**src/rtl/rv_pkg.sv**
```systemverilog
// rv_pkg: shared encodings for the RV32I multicycle core (rv_dp / rv_ctl).
// Holds opcode, funct3, FSM state and instruction-class enums, the datapath
// select encodings (PC_*, WB_*, IMM_*, ALUA_*, ALUB_*, ALU_*), halt causes,
// the control-word struct and the opcode -> class decoder.
// Macro: RV_CTL_SWD_EN makes the custom-0 opcode decode as SWD.
package rv_pkg;

    typedef enum logic [6:0] {
        OP_LOAD   = 7'b0000011,
        OP_CUST0  = 7'b0001011,
        OP_OPIMM  = 7'b0010011,
        OP_STORE  = 7'b0100011,
        OP_OP     = 7'b0110011,
        OP_BRANCH = 7'b1100011,
        OP_JALR   = 7'b1100111,
        OP_JAL    = 7'b1101111
    } opcode_e;

    typedef enum logic [2:0] {
        F3_ADD = 3'd0, F3_SLL = 3'd1, F3_SLT = 3'd2, F3_SLTU = 3'd3,
        F3_XOR = 3'd4, F3_SR  = 3'd5, F3_OR  = 3'd6, F3_AND  = 3'd7
    } funct3_e;

    localparam logic [2:0] F3_WORD = 3'b010;   // LW/SW width

    typedef enum logic [2:0] {
        S_FETCH, S_DECODE, S_EXEC, S_MINUS, S_MEM, S_WB, S_JUMP, S_HALT
    } state_e;

    typedef enum logic [3:0] {
        CL_R, CL_I, CL_LW, CL_SW, CL_BR, CL_JAL, CL_JALR, CL_SWD, CL_ILL
    } cls_e;

    localparam logic       PC_INC    = 1'b0;
    localparam logic       PC_ALU    = 1'b1;
    localparam logic [1:0] WB_ALUOUT = 2'd0;
    localparam logic [1:0] WB_MDR    = 2'd1;
    localparam logic [1:0] WB_PC     = 2'd2;
    localparam logic [1:0] IMM_L     = 2'd0;
    localparam logic [1:0] IMM_S     = 2'd1;
    localparam logic [1:0] IMM_B     = 2'd2;
    localparam logic [1:0] IMM_J     = 2'd3;
    localparam logic [1:0] ALUA_REG  = 2'd0;
    localparam logic [1:0] ALUA_PCC  = 2'd1;
    localparam logic       ALUB_REG  = 1'b0;
    localparam logic       ALUB_IMM  = 1'b1;

    localparam logic [3:0] ALU_ADD  = 4'd0;
    localparam logic [3:0] ALU_SUB  = 4'd1;
    localparam logic [3:0] ALU_SLL  = 4'd2;
    localparam logic [3:0] ALU_SLT  = 4'd3;
    localparam logic [3:0] ALU_SLTU = 4'd4;
    localparam logic [3:0] ALU_XOR  = 4'd5;
    localparam logic [3:0] ALU_SRL  = 4'd6;
    localparam logic [3:0] ALU_SRA  = 4'd7;
    localparam logic [3:0] ALU_OR   = 4'd8;
    localparam logic [3:0] ALU_AND  = 4'd9;

    localparam logic [1:0] HC_NONE = 2'd0;
    localparam logic [1:0] HC_ILL  = 2'd1;
    localparam logic [1:0] HC_TMO  = 2'd2;

    typedef struct packed {
        logic       pcsourse;
        logic       pcwrite;
        logic       pccen;
        logic       irwrite;
        logic       regwen;
        logic       mdrwrite;
        logic       aluoutE;
        logic       dataWsel;
        logic       bsel;
        logic [1:0] wbsel;
        logic [1:0] immsel;
        logic [1:0] asel;
        logic [3:0] alusel;
        logic       dmem_re;
        logic       dmem_we;
    } ctl_t;

    localparam ctl_t CTL_DEFAULT = '{
        pcsourse: PC_INC, pcwrite: 1'b0, pccen: 1'b0, irwrite: 1'b0,
        regwen: 1'b0, mdrwrite: 1'b0, aluoutE: 1'b0, dataWsel: 1'b0,
        bsel: ALUB_REG, wbsel: WB_ALUOUT, immsel: IMM_L, asel: ALUA_REG,
        alusel: ALU_ADD, dmem_re: 1'b0, dmem_we: 1'b0
    };

    function automatic cls_e decode_cls(input logic [6:0] op);
        decode_cls = CL_ILL;
        case (op)
            OP_OP:     decode_cls = CL_R;
            OP_OPIMM:  decode_cls = CL_I;
            OP_LOAD:   decode_cls = CL_LW;
            OP_STORE:  decode_cls = CL_SW;
            OP_BRANCH: decode_cls = CL_BR;
            OP_JAL:    decode_cls = CL_JAL;
            OP_JALR:   decode_cls = CL_JALR;
`ifdef RV_CTL_SWD_EN
            OP_CUST0:  decode_cls = CL_SWD;
`endif
            default:   decode_cls = CL_ILL;
        endcase
    endfunction

endpackage

```
**src/rtl/rv_ctl_if.sv**
```systemverilog
// rv_ctl_if: control bundle between rv_ctl (master) and rv_dp (slave).
// Carries IR contents, ALU zero flag, memory ready inputs, every datapath
// enable/select, data memory requests and halt status.
interface rv_ctl_if #(parameter int DPWIDTH = 32);
    logic [DPWIDTH-1:0] instr;
    logic               zero;
    logic               imem_ready;
    logic               dmem_ready;
    logic               pcsourse, pcwrite, pccen, irwrite, regwen;
    logic               mdrwrite, aluoutE, dataWsel, bsel;
    logic [1:0]         wbsel, immsel, asel;
    logic [3:0]         alusel;
    logic               dmem_re, dmem_we;
    logic               halted;
    logic [1:0]         halt_cause;

    modport master (
        input  instr, zero, imem_ready, dmem_ready,
        output pcsourse, pcwrite, pccen, irwrite, regwen, mdrwrite, aluoutE,
               dataWsel, bsel, wbsel, immsel, asel, alusel, dmem_re, dmem_we,
               halted, halt_cause
    );

    modport slave (
        output instr, zero, imem_ready, dmem_ready,
        input  pcsourse, pcwrite, pccen, irwrite, regwen, mdrwrite, aluoutE,
               dataWsel, bsel, wbsel, immsel, asel, alusel, dmem_re, dmem_we,
               halted, halt_cause
    );
endinterface

```
**src/rtl/rv_alu_dec.sv**
```systemverilog
// rv_alu_dec: combinational ALU operation decode.
// Ports: cls_i (instruction class), funct3_i, funct7_i in;
//        alusel_o (ALU_* op for R/I classes, ADD otherwise), illegal_o out.
module rv_alu_dec
    import rv_pkg::*;
(
    input  cls_e       cls_i,
    input  logic [2:0] funct3_i,
    input  logic [6:0] funct7_i,
    output logic [3:0] alusel_o,
    output logic       illegal_o
);
    always_comb begin
        alusel_o  = ALU_ADD;
        illegal_o = 1'b0;
        case (cls_i)
            CL_R, CL_I: begin
                case (funct3_i)
                    F3_ADD:  alusel_o = (cls_i == CL_R && funct7_i[5]) ? ALU_SUB : ALU_ADD;
                    F3_SLL:  alusel_o = ALU_SLL;
                    F3_SLT:  alusel_o = ALU_SLT;
                    F3_SLTU: alusel_o = ALU_SLTU;
                    F3_XOR:  alusel_o = ALU_XOR;
                    F3_SR:   alusel_o = funct7_i[5] ? ALU_SRA : ALU_SRL;
                    F3_OR:   alusel_o = ALU_OR;
                    default: alusel_o = ALU_AND;
                endcase
                // funct7 only constrains R-type and the I-type shifts
                if (cls_i == CL_R)
                    illegal_o = !(funct7_i == 7'b0 ||
                                  (funct7_i == 7'b0100000 &&
                                   (funct3_i == F3_ADD || funct3_i == F3_SR)));
                else if (funct3_i == F3_SLL)
                    illegal_o = (funct7_i != 7'b0);
                else if (funct3_i == F3_SR)
                    illegal_o = (funct7_i != 7'b0 && funct7_i != 7'b0100000);
            end
            CL_LW, CL_SW: illegal_o = (funct3_i != F3_WORD);
            CL_BR:        illegal_o = (funct3_i[2:1] != 2'b00);   // BEQ/BNE only
            CL_JALR:      illegal_o = (funct3_i != 3'b000);
            CL_JAL, CL_SWD: illegal_o = 1'b0;                     // SWD ignores funct3
            default:      illegal_o = 1'b1;
        endcase
    end
endmodule

```
**src/rtl/rv_ctl.sv**
```systemverilog
// rv_ctl: multicycle control FSM for the RV32I datapath.
// Ports: clk, rst_n (synchronous, active low); bus (rv_ctl_if.master):
//   in  instr, zero, imem_ready, dmem_ready
//   out PC/IR/regfile/MDR/aluout enables, ALU/imm/wb selects, dmem_re/we,
//       halted, halt_cause.
// Parameters: DPWIDTH (instruction width), TIMEOUT (max ready wait, 0 = off).
// Macro: RV_CTL_SWD_EN adds the SWD store-difference instruction (EXEC ->
// MINUS -> MEM with dataWsel=1); otherwise custom-0 halts as illegal.
module rv_ctl
    import rv_pkg::*;
#(
    parameter int DPWIDTH = 32,
    parameter int TIMEOUT = 16
)(
    input  logic     clk,
    input  logic     rst_n,
    rv_ctl_if.master bus
);
    localparam int CW = (TIMEOUT < 2) ? 1 : $clog2(TIMEOUT + 1);

    state_e             state_q, state_d;
    logic [1:0]         hc_q, hc_d;
    logic [CW-1:0]      wait_q, wait_d;
    logic [DPWIDTH-1:0] ir;
    cls_e               cls;
    logic [3:0]         dec_alu;
    logic               dec_ill, rdy, tmo, in_wait;
    ctl_t               c;
    logic               unused_ir;

    assign ir        = bus.instr;
    assign unused_ir = ^ir[24:7];
    assign cls       = decode_cls(ir[6:0]);

    rv_alu_dec u_alu_dec (
        .cls_i     (cls),
        .funct3_i  (ir[14:12]),
        .funct7_i  (ir[31:25]),
        .alusel_o  (dec_alu),
        .illegal_o (dec_ill)
    );

    // Wait counter only matters in FETCH (imem) and MEM (dmem).
    assign in_wait = (state_q == S_FETCH) || (state_q == S_MEM);
    assign rdy     = (state_q == S_FETCH) ? bus.imem_ready : bus.dmem_ready;
    // Fires on the TIMEOUT-th consecutive not-ready cycle.
    assign tmo     = (TIMEOUT != 0) && !rdy && (32'(wait_q) + 32'd1 >= 32'(TIMEOUT));

    always_comb begin
        c       = CTL_DEFAULT;
        state_d = state_q;
        hc_d    = hc_q;
        case (state_q)
            S_FETCH: begin
                if (bus.imem_ready) begin
                    c.irwrite  = 1'b1;
                    c.pccen    = 1'b1;
                    c.pcwrite  = 1'b1;
                    c.pcsourse = PC_INC;
                    state_d    = S_DECODE;
                end else if (tmo) begin
                    state_d = S_HALT;
                    hc_d    = HC_TMO;
                end
            end
            S_DECODE: begin
                // branch/JAL target parked in aluout for EXEC
                c.asel    = ALUA_PCC;
                c.bsel    = ALUB_IMM;
                c.aluoutE = 1'b1;
                if (cls == CL_BR)       c.immsel = IMM_B;
                else if (cls == CL_JAL) c.immsel = IMM_J;
                if (dec_ill) begin
                    state_d = S_HALT;
                    hc_d    = HC_ILL;
                end else begin
                    state_d = S_EXEC;
                end
            end
            S_EXEC: begin
                state_d = S_FETCH;
                case (cls)
                    CL_R: begin
                        c.alusel  = dec_alu;
                        c.aluoutE = 1'b1;
                        state_d   = S_WB;
                    end
                    CL_I: begin
                        c.bsel    = ALUB_IMM;
                        c.immsel  = IMM_L;
                        c.alusel  = dec_alu;
                        c.aluoutE = 1'b1;
                        state_d   = S_WB;
                    end
                    CL_LW, CL_JALR: begin
                        c.bsel    = ALUB_IMM;
                        c.immsel  = IMM_L;
                        c.aluoutE = 1'b1;
                        state_d   = (cls == CL_LW) ? S_MEM : S_JUMP;
                    end
                    CL_SW, CL_SWD: begin
                        c.bsel    = ALUB_IMM;
                        c.immsel  = IMM_S;
                        c.aluoutE = 1'b1;
`ifdef RV_CTL_SWD_EN
                        state_d   = (cls == CL_SWD) ? S_MINUS : S_MEM;
`else
                        state_d   = S_MEM;
`endif
                    end
                    CL_BR: begin
                        // aluoutE stays 0 so the DECODE target survives
                        c.alusel   = ALU_SUB;
                        c.pcsourse = PC_ALU;
                        c.pcwrite  = ir[12] ? !bus.zero : bus.zero;
                    end
                    CL_JAL: begin
                        c.regwen   = 1'b1;
                        c.wbsel    = WB_PC;
                        c.pcwrite  = 1'b1;
                        c.pcsourse = PC_ALU;
                    end
                    default: state_d = S_FETCH;
                endcase
            end
            S_MINUS: begin
                // aluoutE=0: aluout keeps the address, saveminus takes rs1-rs2
                c.alusel = ALU_SUB;
                state_d  = S_MEM;
            end
            S_MEM: begin
                if (cls == CL_LW) begin
                    c.dmem_re  = 1'b1;
                    c.mdrwrite = bus.dmem_ready;
                end else begin
                    c.dmem_we  = 1'b1;
`ifdef RV_CTL_SWD_EN
                    c.dataWsel = (cls == CL_SWD);
`endif
                end
                if (bus.dmem_ready) begin
                    state_d = (cls == CL_LW) ? S_WB : S_FETCH;
                end else if (tmo) begin
                    state_d = S_HALT;
                    hc_d    = HC_TMO;
                end
            end
            S_WB: begin
                c.regwen = 1'b1;
                c.wbsel  = (cls == CL_LW) ? WB_MDR : WB_ALUOUT;
                state_d  = S_FETCH;
            end
            S_JUMP: begin
                c.regwen   = 1'b1;
                c.wbsel    = WB_PC;
                c.pcwrite  = 1'b1;
                c.pcsourse = PC_ALU;
                state_d    = S_FETCH;
            end
            S_HALT:  state_d = S_HALT;
            default: state_d = S_FETCH;
        endcase
    end

    // Saturating count of consecutive not-ready cycles within one state.
    always_comb begin
        wait_d = '0;
        if (in_wait && !rdy && state_d == state_q)
            wait_d = (&wait_q) ? wait_q : wait_q + 1'b1;
    end

    always_ff @(posedge clk) begin
        if (!rst_n) begin
            state_q <= S_FETCH;
            wait_q  <= '0;
            hc_q    <= HC_NONE;
        end else begin
            state_q <= state_d;
            wait_q  <= wait_d;
            hc_q    <= hc_d;
        end
    end

    assign bus.pcsourse   = c.pcsourse;
    assign bus.pcwrite    = c.pcwrite;
    assign bus.pccen      = c.pccen;
    assign bus.irwrite    = c.irwrite;
    assign bus.regwen     = c.regwen;
    assign bus.mdrwrite   = c.mdrwrite;
    assign bus.aluoutE    = c.aluoutE;
    assign bus.dataWsel   = c.dataWsel;
    assign bus.bsel       = c.bsel;
    assign bus.wbsel      = c.wbsel;
    assign bus.immsel     = c.immsel;
    assign bus.asel       = c.asel;
    assign bus.alusel     = c.alusel;
    assign bus.dmem_re    = c.dmem_re;
    assign bus.dmem_we    = c.dmem_we;
    assign bus.halted     = (state_q == S_HALT);
    assign bus.halt_cause = hc_q;
endmodule

```
**src/flat_wrapper.sv**
```systemverilog
// flat-port wrapper written by rule: the top's interface ports become plain ports
module rv_ctl_flat import rv_pkg::*;
#(
    parameter int DPWIDTH = 32,
    parameter int TIMEOUT = 16
)
  (clk, rst_n, bus_instr, bus_zero, bus_imem_ready, bus_dmem_ready, bus_pcsourse, bus_pcwrite, bus_pccen, bus_irwrite, bus_regwen, bus_mdrwrite, bus_aluoutE, bus_dataWsel, bus_bsel, bus_wbsel, bus_immsel, bus_asel, bus_alusel, bus_dmem_re, bus_dmem_we, bus_halted, bus_halt_cause);
  rv_ctl_if #(.DPWIDTH(DPWIDTH)) bus_i ();
  input  logic clk;
  input  logic rst_n;
  input wire logic [$bits(bus_i.instr)-1:0] bus_instr;
  input wire logic [$bits(bus_i.zero)-1:0] bus_zero;
  input wire logic [$bits(bus_i.imem_ready)-1:0] bus_imem_ready;
  input wire logic [$bits(bus_i.dmem_ready)-1:0] bus_dmem_ready;
  output wire logic [$bits(bus_i.pcsourse)-1:0] bus_pcsourse;
  output wire logic [$bits(bus_i.pcwrite)-1:0] bus_pcwrite;
  output wire logic [$bits(bus_i.pccen)-1:0] bus_pccen;
  output wire logic [$bits(bus_i.irwrite)-1:0] bus_irwrite;
  output wire logic [$bits(bus_i.regwen)-1:0] bus_regwen;
  output wire logic [$bits(bus_i.mdrwrite)-1:0] bus_mdrwrite;
  output wire logic [$bits(bus_i.aluoutE)-1:0] bus_aluoutE;
  output wire logic [$bits(bus_i.dataWsel)-1:0] bus_dataWsel;
  output wire logic [$bits(bus_i.bsel)-1:0] bus_bsel;
  output wire logic [$bits(bus_i.wbsel)-1:0] bus_wbsel;
  output wire logic [$bits(bus_i.immsel)-1:0] bus_immsel;
  output wire logic [$bits(bus_i.asel)-1:0] bus_asel;
  output wire logic [$bits(bus_i.alusel)-1:0] bus_alusel;
  output wire logic [$bits(bus_i.dmem_re)-1:0] bus_dmem_re;
  output wire logic [$bits(bus_i.dmem_we)-1:0] bus_dmem_we;
  output wire logic [$bits(bus_i.halted)-1:0] bus_halted;
  output wire logic [$bits(bus_i.halt_cause)-1:0] bus_halt_cause;
  assign bus_i.instr = bus_instr;
  assign bus_i.zero = bus_zero;
  assign bus_i.imem_ready = bus_imem_ready;
  assign bus_i.dmem_ready = bus_dmem_ready;
  assign bus_pcsourse = bus_i.pcsourse;
  assign bus_pcwrite = bus_i.pcwrite;
  assign bus_pccen = bus_i.pccen;
  assign bus_irwrite = bus_i.irwrite;
  assign bus_regwen = bus_i.regwen;
  assign bus_mdrwrite = bus_i.mdrwrite;
  assign bus_aluoutE = bus_i.aluoutE;
  assign bus_dataWsel = bus_i.dataWsel;
  assign bus_bsel = bus_i.bsel;
  assign bus_wbsel = bus_i.wbsel;
  assign bus_immsel = bus_i.immsel;
  assign bus_asel = bus_i.asel;
  assign bus_alusel = bus_i.alusel;
  assign bus_dmem_re = bus_i.dmem_re;
  assign bus_dmem_we = bus_i.dmem_we;
  assign bus_halted = bus_i.halted;
  assign bus_halt_cause = bus_i.halt_cause;
  rv_ctl #(.DPWIDTH(DPWIDTH), .TIMEOUT(TIMEOUT)) u_core (.clk(clk), .rst_n(rst_n), .bus(bus_i));
endmodule
```
**config.mk**
```make
export PLATFORM = sky130hd
export DESIGN_NAME = rv_ctl_flat
export DESIGN_NICKNAME = d
export VERILOG_FILES = /design/src/rtl/rv_pkg.sv /design/src/rtl/rv_ctl_if.sv /design/src/rtl/rv_alu_dec.sv /design/src/rtl/rv_ctl.sv /design/src/flat_wrapper.sv
export SDC_FILE = /design/constraint.sdc
export NUM_CORES = 1
export LEC_CHECK = 0
export BUFFER_PORTS_ARGS = -buffer_cell sky130_fd_sc_hd__buf_2
export CAP_MARGIN = 20
export CORE_ASPECT_RATIO = 0.6
export CORE_MARGIN = 1.5
export CORE_UTILIZATION = 45
export CTS_CLUSTER_SIZE = 25
export DETAILED_ROUTE_END_ITERATION = 10
export PLACE_DENSITY = 0.82
export SETUP_SLACK_MARGIN = 0.02
export SLEW_MARGIN = 5
export SYNTH_ARGS = -nofsm -noshare
export SYNTH_HDL_FRONTEND = slang
export SYNTH_HIERARCHICAL = 1
export SYNTH_SLANG_ARGS = --single-unit
```
**constraint.sdc**
```tcl
create_clock -name clk -period 4.7 [get_ports clk]
set_clock_uncertainty 0.1 [all_clocks]
set_input_delay 0.94 -clock clk [delete_from_list [all_inputs] [get_ports clk]]
set_output_delay 0.94 -clock clk [all_outputs]
set_load 0.03 [all_outputs]
```
# After elaboration in Yosys (flattened, before gate mapping)
# Cells that the tools add are included.
# word_totals
reg_bits	10
input_bits	37
out_inout_bits	24
wordCells	119
# op_classes
n_addsub	2
n_lt_le_gt_ge	1
eq_ne	34
muxes	48
reduce_logical	31
# ops
operator	count
4-bit case mux with 7 select lines	2
32-bit by 5-bit greater-or-equal comparator with 1-bit output, second input constant	1
3-bit == test, second input constant	7
7-bit by 6-bit == test with 1-bit output, second input constant	3
7-bit == test, second input constant	3
3-bit case mux with 7 select lines	1
2-bit 2-to-1 mux	10
3-bit 2-to-1 mux	6
2-bit case mux with 3 select lines	3
1-bit 2-to-1 mux	17
4-bit by 3-bit == test with 1-bit output, second input constant	4
4-bit case mux with 2 select lines	2
3-bit by 2-bit == test with 1-bit output, second input constant	4
2-bit OR reduction	6
3-bit case mux with 3 select lines	1
4-bit by 2-bit == test with 1-bit output, second input constant	2
2-bit case mux with 2 select lines	2
7-bit by 2-bit == test with 1-bit output, second input constant	1
7-bit by 5-bit == test with 1-bit output, second input constant	1
7-bit zero test	1
7-bit by 6-bit != test with 1-bit output, second input constant	1
7-bit nonzero test	1
5-bit by 1-bit adder with 6-bit output, second input constant	1
3-bit by 1-bit == test with 1-bit output, second input constant	2
20 further kinds	34

# Longest topological paths before layout
# logic_depth
depth_word	12
depth_mapped	13
ltp_nobuf	12

# Modules after synthesis
# Netlist, hierarchy kept.
# by_module_without_submodules
mod	n_inst	cells_per_inst	area_each_um2	seq_area_each_um2
rv_ctl	1	135	984.7	200.2
rv_alu_dec	1	29	181.4	0.0

# Least setup slack after synthesis
# Ideal clock, no wire load.
# synth_timing
path_kind	input-to-output
start	input bus_instr[4]
end	output bus_alusel[0]
arrival_ps	2716
t_required_ps	3660
path_slack_ps	944
cell_stages	9
n_path_buf	2
path_cell_list	buf_6 > nand2b_1 > or4_4 > o21ai_2 > or3_1 > buf_2 > a211oi_1 > nand3_1 > a311oi_2
# synth_between
elab_chain_len	8
word_cells_on_any_way	17
cone_classes	9 x eq/ne; 5 x mux; 3 x reduce/logical
# synth_rtl
item	line_no	source
from (decl)	flat_wrapper.sv:11	input wire logic [$bits(bus_i.instr)-1:0] bus_instr;
7-bit == test, or another cell as far along	rv_pkg.sv:90	case (op)
4-bit case mux with 7 select lines (*)	rv_pkg.sv:90	
net u_core.cls[2]	rv_ctl.sv:25	cls_e cls;
4-bit zero test (*)	rv_alu_dec.sv:16, rv_alu_dec.sv:19	
1-bit logical AND (*)	rv_alu_dec.sv:19	F3_ADD: alusel_o = (cls_i == CL_R && funct7_i[5]) ? ALU_SUB : ALU_ADD;
1-bit 2-to-1 mux (*)	rv_alu_dec.sv:19	
4-bit case mux with 7 select lines (*)	rv_alu_dec.sv:18	case (funct3_i)
net u_core.dec_alu[0]	rv_ctl.sv:26	logic [3:0] dec_alu;
4-bit case mux with 2 select lines (*)	rv_ctl.sv:82	case (cls)
4-bit case mux with 2 select lines (*)	rv_ctl.sv:53	case (state_q)
to (decl)	flat_wrapper.sv:27	output wire logic [$bits(bus_i.alusel)-1:0] bus_alusel;
# Mark *: on every way through the listed nets, which the timed path passes. The rest lies on a longest branch.

# Final worst setup path
# Same ends and word-level chain as after synthesis.

==> impl_metrics.ini <==
[global_route]
grt_max_degree = 15
wire_length_of_the_first_global_routing_pass_um = 5030
antenna_found_initial = 0
grt_remaining_overflow = 0
grt_util_all_layers_pct = 22.91
grt_pass1_vias = 1072

[clock_tree]
postCtsResizedCells = 0
clk_pin_slew_ns = 0.05
cts_tree = built
worstSkewPairLatency_ns = 0.24
cts_made_buffers = 3
cts_post_setup_buffers_inserted = 0
htree_levels = 1
clockRootBuffer = sky130_fd_sc_hd__clkbuf_8
cts.hold.buffers_added = 0
clock-sinks = 10
cts-root-to-sink-buffers = 2

[worst_setup_path]
cp-start-kind = input pin
cp.arrival_ns = 2.91
setup.worst_path.class = input pin to output port
critical_path.n_buffers_inverters = 3
r2r_slack_ns = 2.48
crit_required_ns = 3.66
r2r_cells = 6
critical-path-max-stage-delay_ns = 0.27
critPathMaxFanout = 10
worst_path_dominant_cell_family = compound AO/OA/AOI/OAI gates
timing.critical_path.to_type = output port
cpMaxStageDelayCell = sky130_fd_sc_hd__a311oi_2
cells_along_the_critical_path = buf_2 > nand4b_1 > nor3_1 > a21oi_1 > inv_1 > o21ai_0 > o21ai_0 > a211oi_1 > nand3_1 > a311oi_2 > buf_2
critical_path.reg2reg.startpoint = u_core/wait_q[0]
crit-reg2reg-capture = u_core/state_q[2]

[logic_synthesis]
post-synth-top-area-cell = sky130_fd_sc_hd__dfxtp_1
synth_commonest_cells = sky130_fd_sc_hd__nand2_1, sky130_fd_sc_hd__nor2_1, sky130_fd_sc_hd__a21oi_1, sky130_fd_sc_hd__inv_1, sky130_fd_sc_hd__dfxtp_1
netlist-cell-type-count = 54
count_of_flip_flops_with_a_built_in_enable_after_synthesis = 0
ys_top_cells_by_area = sky130_fd_sc_hd__dfxtp_1, sky130_fd_sc_hd__nand2_1, sky130_fd_sc_hd__a21oi_1, sky130_fd_sc_hd__nor2_1, sky130_fd_sc_hd__inv_1
asyncSetResetFlopFracSynth_pct = 0
postSynthRegisterBits = 10
synthesized_area_per_cell_um2 = 7.110
post-synth-top-area-fraction_pct = 17.17
cell_count_after_synthesis = 164
synth_sequential_area_ratio_pct = 17.17
synthesis.area_um2 = 1166
ys_warn_count = 6
synth.most_common_cell = sky130_fd_sc_hd__nand2_1
dominantRegCellSynth = sky130_fd_sc_hd__dfxtp_1

[drt]
detail_route.iter0.violations = 131
ant_nets = 0
detailroute.via_count = 1304
remaining_drc_errors = 0
viasPerCell = 5.525
drt_pre_antenna_iters = 4
wire_per_inst_um = 13.22
postRouteWirelength_um = 3119

[power_and_ir_drop]
pwr-share-clk_pct = 18.7
p_switching_mw = 0.2876
peakVddDrop_v = 0.0001989
power_frac_comb_pct = 56.2
total_power_mw = 0.5761
seqPwrFrac_pct = 25.1
sw_frac_of_total_pct = 49.92
internal_power_mw = 0.2885
p_per_area_nw_per_um2 = 404.6
power.leakage_nw = 0.7071

[timing]
holdWs_ns = 0.4133
timing_max_transition_violations_final = 0
max_slew_margin_pct = 54.28
setup_total_neg_slack_ns = 0
fin_worst_setup_slack_ns = 0.7510
maxClockFrequency_mhz = 253.2
hold_violations = 0
fin_crit_ns = 3.949
worst-slew-pin-transition_ns = 0.6801
setup_failing_eps_final = 0
final_cycle_share_pct = 84.02
grt_setup_unrepaired = false

[layout]
antenna-diode-count = 0
final_core_utilization_pct = 57.24
final_design_area_no_fill_um2 = 1424
final_nets = 244
post_route_cells_drive_above_1_share_pct = 29.90
area_growth_syn_to_layout_pct = 22.10
post_layout_nonfiller_instances = 236

[place]
hpwlAfterDp_um = 2464
preCtsSetupSlack_ns = 0.7834
gp_routability_congestion = 0.9427
postPlaceCellArea_um2 = 1369
dpl.cell_count = 232
port_buffers = 43

[run]
max-cap-violations = 0

[outcome]
run_status = finished, final reports clean

[floorplan]
die_h_um = 42.43
fp.coreArea_um2 = 2487
initial_utilization_pct = 46.88
die-width_um = 68.72
io_pins = 61
num_rows = 14
design.die.area_um2 = 2916

[worst_hold_path]
tightest_hold_check_type = register to register
holdPathEnd = u_core/bus.halt_cause[0]
min_from = u_core/bus.halt_cause[0]
hold_path_depth = 2
## layer usage
layer	up-vias	share of wire, %	track usage (%)	routed length [µm]
li1	663	-	-	-
met1	568	48	34.64	1486
met2	71	39	30.58	1222
met3	2	13	8.871	400
met4	0	0.32	3.922	10
met5	-	0	0	0
## state kept, by name, indices dropped and copies added (netlist names)
register and flops:
u_core/wait_q 5, u_core/bus.halt_cause 2, u_core/state_q 3
## worst max-delay path by stage
stage / slack [ns] / depth (start not counted) / start / to
6_report: 0.75 / 11 / bus_instr[4] / bus_alusel[0]
5_1_grt: 0.58 / 11 / bus_instr[4] / bus_alusel[0]
4_1_cts: 0.78 / 11 / bus_instr[4] / bus_alusel[0]
3_5_place_dp: 0.78 / 12 / bus_instr[4] / u_core/state_q[2]
3_3_place_gp: 0.75 / 12 / bus_instr[4] / u_core/state_q[2]
2_1_floorplan: 0.94 / 9 / bus_instr[4] / bus_alusel[0]
## logic make-up (layout without fill, tap and decap cells)
family | Yosys count | count (layout) | synth area share (%)
compound gates | 44 | 44 | 27.15
xor+xnor | 5 | 5 | 3.755
fa+ha+maj | 2 | 2 | 2.146
buf+inv | 22 | 61 | 9.657
flops | 10 | 10 | 17.17
mux | 4 | 4 | 3.755
other cells | 1 | 2 | 0.3216
simple gates | 76 | 76 | 36.05
## layout by cell type, fill, tap and decap left out, drive strengths merged, types with 2 or more instances in the layout
cell    count
buf        44
nand2      20
nor2       15
a21oi      14
inv        13
dfxtp      10
o21ai       9
nand2b      7
nor3        5
clkbuf      4
nand3       4
and3        4
xnor2       4
nor4        4
and2        3
mux2        3
nand3b      2
nand4b      2
nor2b       2
o31ai       2
a211o       2
o211a       2
ha          2
conb        2
or4         2
nor3b       2
## worst reg2reg max path: stages, from the launching register on
cell                      delay [ns]
sky130_fd_sc_hd__dfxtp_1        0.35
sky130_fd_sc_hd__ha_1           0.24
sky130_fd_sc_hd__and3_1         0.19
sky130_fd_sc_hd__ha_1           0.30
sky130_fd_sc_hd__a31oi_1        0.44
sky130_fd_sc_hd__o21ai_1        0.30
sky130_fd_sc_hd__o211a_1        0.20
## layout make-up
class	count	area, µm²
fillers	252	1064
multi-input cells	133	857.1
repair buffers	44	222.7
flip-flops and latches	10	200.2
clock buffers	4	55.05
inverters	13	48.80
well taps	32	40.04
## power groups by stage
stage / logic [mW] / registers (mW) / clock network [mW]
2_1_floorplan: 0.277 / 0.120 / 0
6_report: 0.324 / 0.145 / 0.108
3_5_place_dp: 0.321 / 0.145 / 0
3_3_place_gp: 0.316 / 0.144 / 0
4_1_cts: 0.322 / 0.143 / 0.109
5_1_grt: 0.356 / 0.152 / 0.113
Power figures use the tool's default switching activity.
